File: config.mk
export PLATFORM = sky130hd
export DESIGN_NAME = wb_sequencer
export DESIGN_NICKNAME = d
export VERILOG_FILES = /design/src/rtl/wb_sequencer.sv
export SDC_FILE = /design/constraint.sdc
export NUM_CORES = 1
export LEC_CHECK = 0
export BUFFER_PORTS_ARGS = -buffer_cell sky130_fd_sc_hd__buf_2
export CAP_MARGIN = 20
export CORE_ASPECT_RATIO = 1.25
export CORE_MARGIN = 8
export CORE_UTILIZATION = 50
export DETAILED_ROUTE_END_ITERATION = 12
export HOLD_SLACK_MARGIN = 0.02
export PLACE_DENSITY = 0.79
export SLEW_MARGIN = 20
export SYNTH_ARGS = -nofsm -noshare
export SYNTH_HDL_FRONTEND = slang
export SYNTH_SLANG_ARGS = --single-unit
File: constraint.sdc
create_clock -name clk -period 1.9 [get_ports clk]
set_input_delay 0.19 -clock clk [delete_from_list [all_inputs] [get_ports clk]]
set_output_delay 0.19 -clock clk [all_outputs]
set_load 0.01 [all_outputs]
File: src/rtl/wb_sequencer.sv
// Writeback sequencer for the multicycle MIPS core: follows one instruction from issue to its
// single register-file write, driving the mem / link / ALU writeback mux selects.
module wb_sequencer #(
    parameter int unsigned MEM_TIMEOUT = 16,
    parameter int unsigned LINK_REG    = 31,
    parameter int unsigned CNT_W       = 16
) (
    input  logic             clk,
    input  logic             reset,
    input  logic             issue_valid,
    output logic             issue_ready,
    input  logic             issue_isLd,
    input  logic             issue_isCall,
    input  logic             issue_wr,
    input  logic [4:0]       issue_rd,
    input  logic             alu_done,
    input  logic             mem_rdy,
    input  logic             flush,
    output logic             isLd,
    output logic             isCall,
    output logic             rf_we,
    output logic [4:0]       rf_waddr,
    output logic             mem_timeout,
    output logic             err_sel,
    output logic [CNT_W-1:0] retired
);

    localparam int unsigned   TW     = $clog2(MEM_TIMEOUT);
    localparam logic [TW-1:0] T_LAST = TW'(MEM_TIMEOUT - 1);

    typedef enum logic [1:0] {
        IDLE,
        EXEC,
        MEM_WAIT,
        WB
    } state_t;

    state_t           state_q, state_d;
    logic             isLd_q, isLd_d;
    logic             isCall_q, isCall_d;
    logic             wr_q, wr_d;
    logic [4:0]       waddr_q, waddr_d;
    logic [TW-1:0]    tcnt_q, tcnt_d;
    logic             mem_timeout_q, mem_timeout_d;
    logic             err_sel_q, err_sel_d;
    logic [CNT_W-1:0] retired_q, retired_d;

    always_comb begin
        state_d       = state_q;
        isLd_d        = isLd_q;
        isCall_d      = isCall_q;
        wr_d          = wr_q;
        waddr_d       = waddr_q;
        tcnt_d        = tcnt_q;
        retired_d     = retired_q;
        mem_timeout_d = 1'b0;
        err_sel_d     = 1'b0;
        rf_we         = (state_q == WB) && wr_q && !flush;

        case (state_q)
            IDLE: begin
                if (issue_valid) begin
                    // A call wins over a load when decode flags both.
                    isCall_d  = issue_isCall;
                    isLd_d    = issue_isLd & ~issue_isCall;
                    err_sel_d = issue_isLd & issue_isCall;
                    wr_d      = issue_isCall | (issue_wr & (issue_rd != 5'd0));
                    waddr_d   = issue_isCall ? 5'(LINK_REG) : issue_rd;
                    tcnt_d    = '0;
                    if (issue_isCall) begin
                        state_d = WB;
                    end else if (issue_isLd) begin
                        state_d = MEM_WAIT;
                    end else begin
                        state_d = EXEC;
                    end
                end
            end
            EXEC: begin
                if (flush) begin
                    state_d = IDLE;
                end else if (alu_done) begin
                    state_d = WB;
                end
            end
            MEM_WAIT: begin
                if (flush) begin
                    state_d = IDLE;
                end else if (mem_rdy) begin
                    state_d = WB;
                end else if (tcnt_q == T_LAST) begin
                    state_d       = IDLE;
                    mem_timeout_d = 1'b1;
                end else begin
                    tcnt_d = tcnt_q + 1'b1;
                end
            end
            WB: begin
                state_d = IDLE;
                if (rf_we) begin
                    retired_d = retired_q + 1'b1;
                end
            end
            default: state_d = IDLE;
        endcase

        if (state_d == IDLE) begin
            isLd_d   = 1'b0;
            isCall_d = 1'b0;
        end
    end

    always_ff @(posedge clk or posedge reset) begin
        if (reset) begin
            state_q       <= IDLE;
            isLd_q        <= 1'b0;
            isCall_q      <= 1'b0;
            wr_q          <= 1'b0;
            waddr_q       <= '0;
            tcnt_q        <= '0;
            mem_timeout_q <= 1'b0;
            err_sel_q     <= 1'b0;
            retired_q     <= '0;
        end else begin
            state_q       <= state_d;
            isLd_q        <= isLd_d;
            isCall_q      <= isCall_d;
            wr_q          <= wr_d;
            waddr_q       <= waddr_d;
            tcnt_q        <= tcnt_d;
            mem_timeout_q <= mem_timeout_d;
            err_sel_q     <= err_sel_d;
            retired_q     <= retired_d;
        end
    end

    assign issue_ready = (state_q == IDLE);
    assign isLd        = isLd_q;
    assign isCall      = isCall_q;
    assign rf_waddr    = waddr_q;
    assign mem_timeout = mem_timeout_q;
    assign err_sel     = err_sel_q;
    assign retired     = retired_q;

endmodule

==> results of run 1 <==
==> placed cells by master, fill, tap and decap left out, types with 3 or more instances in the layout <==
cell      count
nor2_1       19
xor2_1        3
clkbuf_4      5
buf_2        40
dfrtp_1      32
a21oi_1       7
xnor2_1      13
nand4_1       4
inv_1         5
nand3_1       4
nand2_1      14
o21ai_0       3
==> sequential cells by signal (all words and copies together) (netlist names) <==
| name | flops |
|---|---|
| retired | 16 |
| rf_waddr | 5 |
| tcnt_q | 4 |
| state_q | 2 |
| err_sel | 1 |
| isCall | 1 |
| isLd | 1 |
| mem_timeout | 1 |
| wr_q | 1 |
==> kinds of logic (layout without fill, tap and decap cells) <==
group	Yosys count	in the layout	synth area share, %
compound gates	20	20	8.49
simple gates	57	57	21.4
mux	3	3	2.16
xor+xnor	16	16	9.32
fa+ha+maj	2	2	1.66
buf+inv	9	53	3.74
flops	32	32	53.2
==> layout make-up <==
| cell class | count | area, µm² | area share, % |
|---|---|---|---|
| Multi-Input combinational cell | 98 | 647 | 36.5 |
| Tap cell | 36 | 45.0 | 2.54 |
| Inverter | 5 | 18.8 | 1.06 |
| Sequential cell | 32 | 801 | 45.1 |
| Timing Repair Buffer | 43 | 225 | 12.7 |
| Clock buffer | 5 | 37.5 | 2.12 |
==> report_power, final <==
| part | switching (mW) | internal, mW |
|---|---|---|
| Combinational | 0.316 | 0.252 |
| Clock | 0.191 | 0.123 |
| Sequential | 0.121 | 0.821 |
==> final timing paths <==
| path | from | end | slack (ns) | cells past startpoint |
|---|---|---|---|---|
| worst max-delay path | state_q[0]$_DFF_PP0_ | retired[15]$_DFFE_PP0P_ | 0.27 | 4 |
| max in group asynchronous | reset | err_sel$_DFF_PP0_ | 1.12 | 4 |
| worst min-delay path | issue_wr | wr_q$_DFFE_PP0P_ | 0.14 | 3 |
| min in group asynchronous | reset | retired[9]$_DFFE_PP0P_ | 0.50 | 4 |
| worst max register to register | state_q[0]$_DFF_PP0_ | retired[15]$_DFFE_PP0P_ | 0.27 | 4 |
| worst min register to register | retired[15]$_DFFE_PP0P_ | retired[15]$_DFFE_PP0P_ | 0.47 | 1 |
==> synthesized netlist by cell type, drive strengths merged (2+ instances only) <==
cell and instances:
buf 3, and4 2, inv 5, o21ai 3, nor2 20, a22o 2, a21oi 7, dfrtp 32
xor2 3, and3 2, mux2 2, o22ai 2, nand3 5, nand4 4, ha 2, nand2b 2
nand2 14, xnor2 13
==> layer usage <==
metal / up-vias / wire length (µm) / GRT usage (%)
met1: 540 / 1350 / 13.8
met4: 0 / 29 / 3.94
met3: 4 / 267 / 6.40
li1: 564 / - / -
met2: 41 / 1400 / 21.3
met5: - / 0 / 0
==> worst register-to-register path: stages (launching register included) <==
cell and delay (ns):
dfrtp_1 0.45, and4b_1 0.46, nand3_4 0.16, nor4_4 0.32, xor2_1 0.16
==> through the flow <==
step	hold slack, ns	area, µm²
global route	0.140	1770
detailed placement	0.299	1730
floorplan	0.299	1500
finish	0.143	1770
CTS	0.122	1770
global placement	0.287	1730
==> flow_summary.yaml, run 1 <==
die:
  dieArea_mm2: 0.00503
  fp.dieW_um: 65.1
  pin_count: 41
  initial_core_util_pct: 51.5
  fp.dieH_um: 77.3
  core.rowCount: 22
  core_area_mm2: 0.00292
worst_setup_path:
  critPathLaunchType: "register"
  cp_num_buf_inv: 0
  arrival_ns: 1.87
  worstPathMaxFanout: 9
  path_class: "register to register"
  critPathSlowestCell: "and4b_1"
  max_stage_delay_ns: 0.46
  critPathRequiredTime_ns: 2.14
  path_cells: "and4b_1 -> nand3_4 -> nor4_4 -> xor2_1"
  worstSetupEndpointType: "register"
  cp_top_family: "simple AND/OR/NAND/NOR gates"
finish:
  areaGrowthSynthToFinish_pct: 18.0
  diodes: 0
  fin_util_pct: 60.8
  nets: 201
  fillers: 260
  drive_above_1_share_pct: 30.6
  stdcell_count: 219
synthesis:
  ys_types: 37
  ys_seq_elements: 32
  ys_seq_area_share_pct: 53.2
  yosysTopAreaCell: "dfrtp_1"
  synth_edf_count: 0
  syn_area_mm2: 0.00150
  synth_ff_type: "dfrtp_1"
  synthTopCellsByArea: "dfrtp_1, xnor2_1, nor2_1"
  synth_warnings: 0
  synth.net_count: 155
  syn_inst: 139
  postSynthAreaPerCell_um2: 10.8
  yosysTopAreaCellShare_pct: 53.2
  synthArstFlopShare_pct: 100
clock_tree:
  h-tree-depth: 2
  clkLatencyLatePin_ns: 0.31
  cts_buffers: 5
  cts_root_buf: "clkbuf_4"
  clk_path_buf_depth: 2
  cts_resized: 0
  cts_sinks: 32
  cts_hold_buf: 1
  cts_tree: "done"
  clk_pin_slew_worst_paths_ns: 0.08
  cts_setup_buffers: 0
sta:
  tns_ns: 0
  period_needed_ns: 1.63
  drv_slew: 0
  period_share_pct: 85.9
  hold_viol: 0
  skew_ns: 0.00458
  worst_pin_slew_ns: 0.402
  slew_headroom_pct: 73.2
  rsz0062_at_grt: "false"
  worst_slack_ns: 0.268
  max_freq_mhz: 613
  setup_violations: 0
detailed_routing:
  drt-initial-drc-count: 67
  vias: 1149
  vias_per_cell: 5.25
  firstDrtPassIters: 4
  route.detailed.drc: 0
  wl_per_cell_um: 13.9
  drt_wl_total_um: 3050
  ant_nets: 0
power:
  vdd_drop_max_uv: 672
  p_per_area_mw_per_mm2: 1030
  finalPower_mw: 1.82
  p_leak_nw: 0.882
global_route:
  grt_pass1_vias: 1212
  gr-total-overflow: 0
  track_usage_pct: 12.8
  grt_max_degree: 33
  grt_pass1_wl_um: 5220
  antenna_found_initial: 0
hold_path:
  min_path_type: "input pin to register"
place:
  place_worst_setup_slack_ns: 0.305
  port_buffers: 40
  globalplace.congestion: 0.804
  dpl.hpwl_um: 2420
  placed_cells: 213
flow_run:
  cap_violations: 0
run_status:
  outcome: "complete, no violations"
No activity file was read; power rests on OpenSTA's default activity.
==> inputs of run 2 (changes only) <==
- CORE_MARGIN: 8 -> default
- clock period: 1.9 -> 2.1 ns (I/O delays scaled with it)
==> flow_summary.yaml, run 2 (synthesized netlist as in run 1, its figures left out) <==
worst_setup_path:
  reg2reg_depth: 4
  critPathSlowestCell: "dfrtp_1"
  path_depth: 2
  critPathLaunchType: "register"
  cp_num_buf_inv: 1
  worstPathMaxFanout: 9
  path_class: "register to primary output"
  path_cells: "and4b_1 -> buf_2"
  cp_top_family: "flip-flops"
  max_stage_delay_ns: 0.46
  arrival_ns: 1.46
  critPathRequiredTime_ns: 1.89
  worstSetupEndpointType: "primary output"
clock_tree:
  h-tree-depth: 2
  clk_path_buf_depth: 2
  clk_pin_slew_worst_paths_ns: 0.09
  cts_tree: "done"
  cts_resized: 0
  cts_root_buf: "clkbuf_4"
  cts_hold_buf: 1
  cts_buffers: 5
  cts_sinks: 32
  clkLatencyLatePin_ns: 0.33
  cts_setup_buffers: 0
global_route:
  gr-total-overflow: 0
  grt_max_degree: 33
  track_usage_pct: 21.6
  grt_pass1_vias: 1182
  grt_pass1_wl_um: 5160
  antenna_found_initial: 0
detailed_routing:
  route.detailed.drc: 0
  wl_per_cell_um: 13.0
  drt-met1-wl_um: 1250
  ant_nets: 0
  drt-initial-drc-count: 22
  vias: 1164
  topRoutingLayerUsed: "met4"
  wl_met2_um: 1370
  drt_wl_total_um: 2840
  wl_met3_um: 167
  firstDrtPassIters: 4
  vias_per_cell: 5.32
sta:
  setup_violations: 0
  period_needed_ns: 1.67
  period_share_pct: 79.4
  max_freq_mhz: 600
  hold_viol: 0
  slew_headroom_pct: 74.2
  rsz0062_at_grt: "false"
  skew_ns: 0.00347
  worst_pin_slew_ns: 0.387
  tns_ns: 0
  drv_slew: 0
die:
  core_area_mm2: 0.00276
  fp.dieW_um: 51.1
  pin_count: 41
  fp.dieH_um: 63.3
  dieArea_mm2: 0.00323
  core.rowCount: 21
  initial_core_util_pct: 54.5
run_status:
  outcome: "complete, no violations"
finish:
  diodes: 0
  drive_above_1_share_pct: 30.8
  nets: 201
  final_common_cell: "buf_2"
  fin_util_pct: 64.5
  stdcell_count: 219
  final_cell_mix: "buf_2, dfrtp_1, nor2_1"
  areaGrowthSynthToFinish_pct: 18.4
  largest_reg_flops: 16
place:
  placed_cells: 211
  dpl.hpwl_um: 2130
  port_buffers: 40
  globalplace.congestion: 0.801
power:
  p_per_area_mw_per_mm2: 942
  p_leak_nw: 0.887
  vdd_drop_max_uv: 744
flow_run:
  cap_violations: 0
hold_path:
  min_path_type: "input pin to register"
  whs_path_depth: 3
[run 2: cell types whose count changed in the layout (fill, tap and decap cells not counted)]
cell	delta
clkbuf_1	+1
clkinv_2	+1
[run 2: area by class of cell]
cell class / instances / area [µm²]
flip-flops and latches: 32 / 801
clock inverters: 1 / 5.00
multi-input cells: 98 / 647
well taps: 34 / 42.5
inverters: 5 / 18.8
repair buffers: 43 / 225
fillers: 230 / 978
clock buffers: 6 / 41.3
[run 2: per-layer routing]
metal  global-route usage, %  vias up
li1                        -      569
met3                    6.52        6
met1                    25.0      550
met2                    36.2       39
met5                       0        -
met4                    9.38        0
[run 2: where the power goes]
group          internal [mW]  switching (mW)
combinational          0.227           0.276
sequential             0.743           0.110
clock                  0.123           0.198
total                   1.09           0.585
[run 2: stage by stage]
step                      total power, mW  area, µm²  hold WS, ns  worst slack (ns)
after floorplan                      1.20       1500        0.319             0.636
after global placement               1.34       1720        0.303             0.569
after detailed placement             1.37       1720        0.313             0.481
after CTS                            1.70       1780        0.126             0.416
final                                1.68       1780        0.143             0.433
after global routing                 1.81       1780        0.129             0.301
[run 2: final timing paths]
check	startpoint	endpoint	slack (ns)
setup / recovery	state_q[0]$_DFF_PP0_	rf_we	0.43
hold / removal	issue_isLd	err_sel$_DFF_PP0_	0.14
setup reg to reg	state_q[0]$_DFF_PP0_	retired[15]$_DFFE_PP0P_	0.45
hold reg to reg	retired[15]$_DFFE_PP0P_	retired[15]$_DFFE_PP0P_	0.49
max in group asynchronous	reset	isLd$_DFFE_PP0P_	1.33
min in group asynchronous	reset	rf_waddr[1]$_DFFE_PP0P_	0.49
[run 2: worst reg2reg max path, cell delays in order, from the launching register on]
cell and delay (ns):
dfrtp_1 0.46, and4b_1 0.45, nand3_4 0.16, nor4_4 0.31, xor2_1 0.18
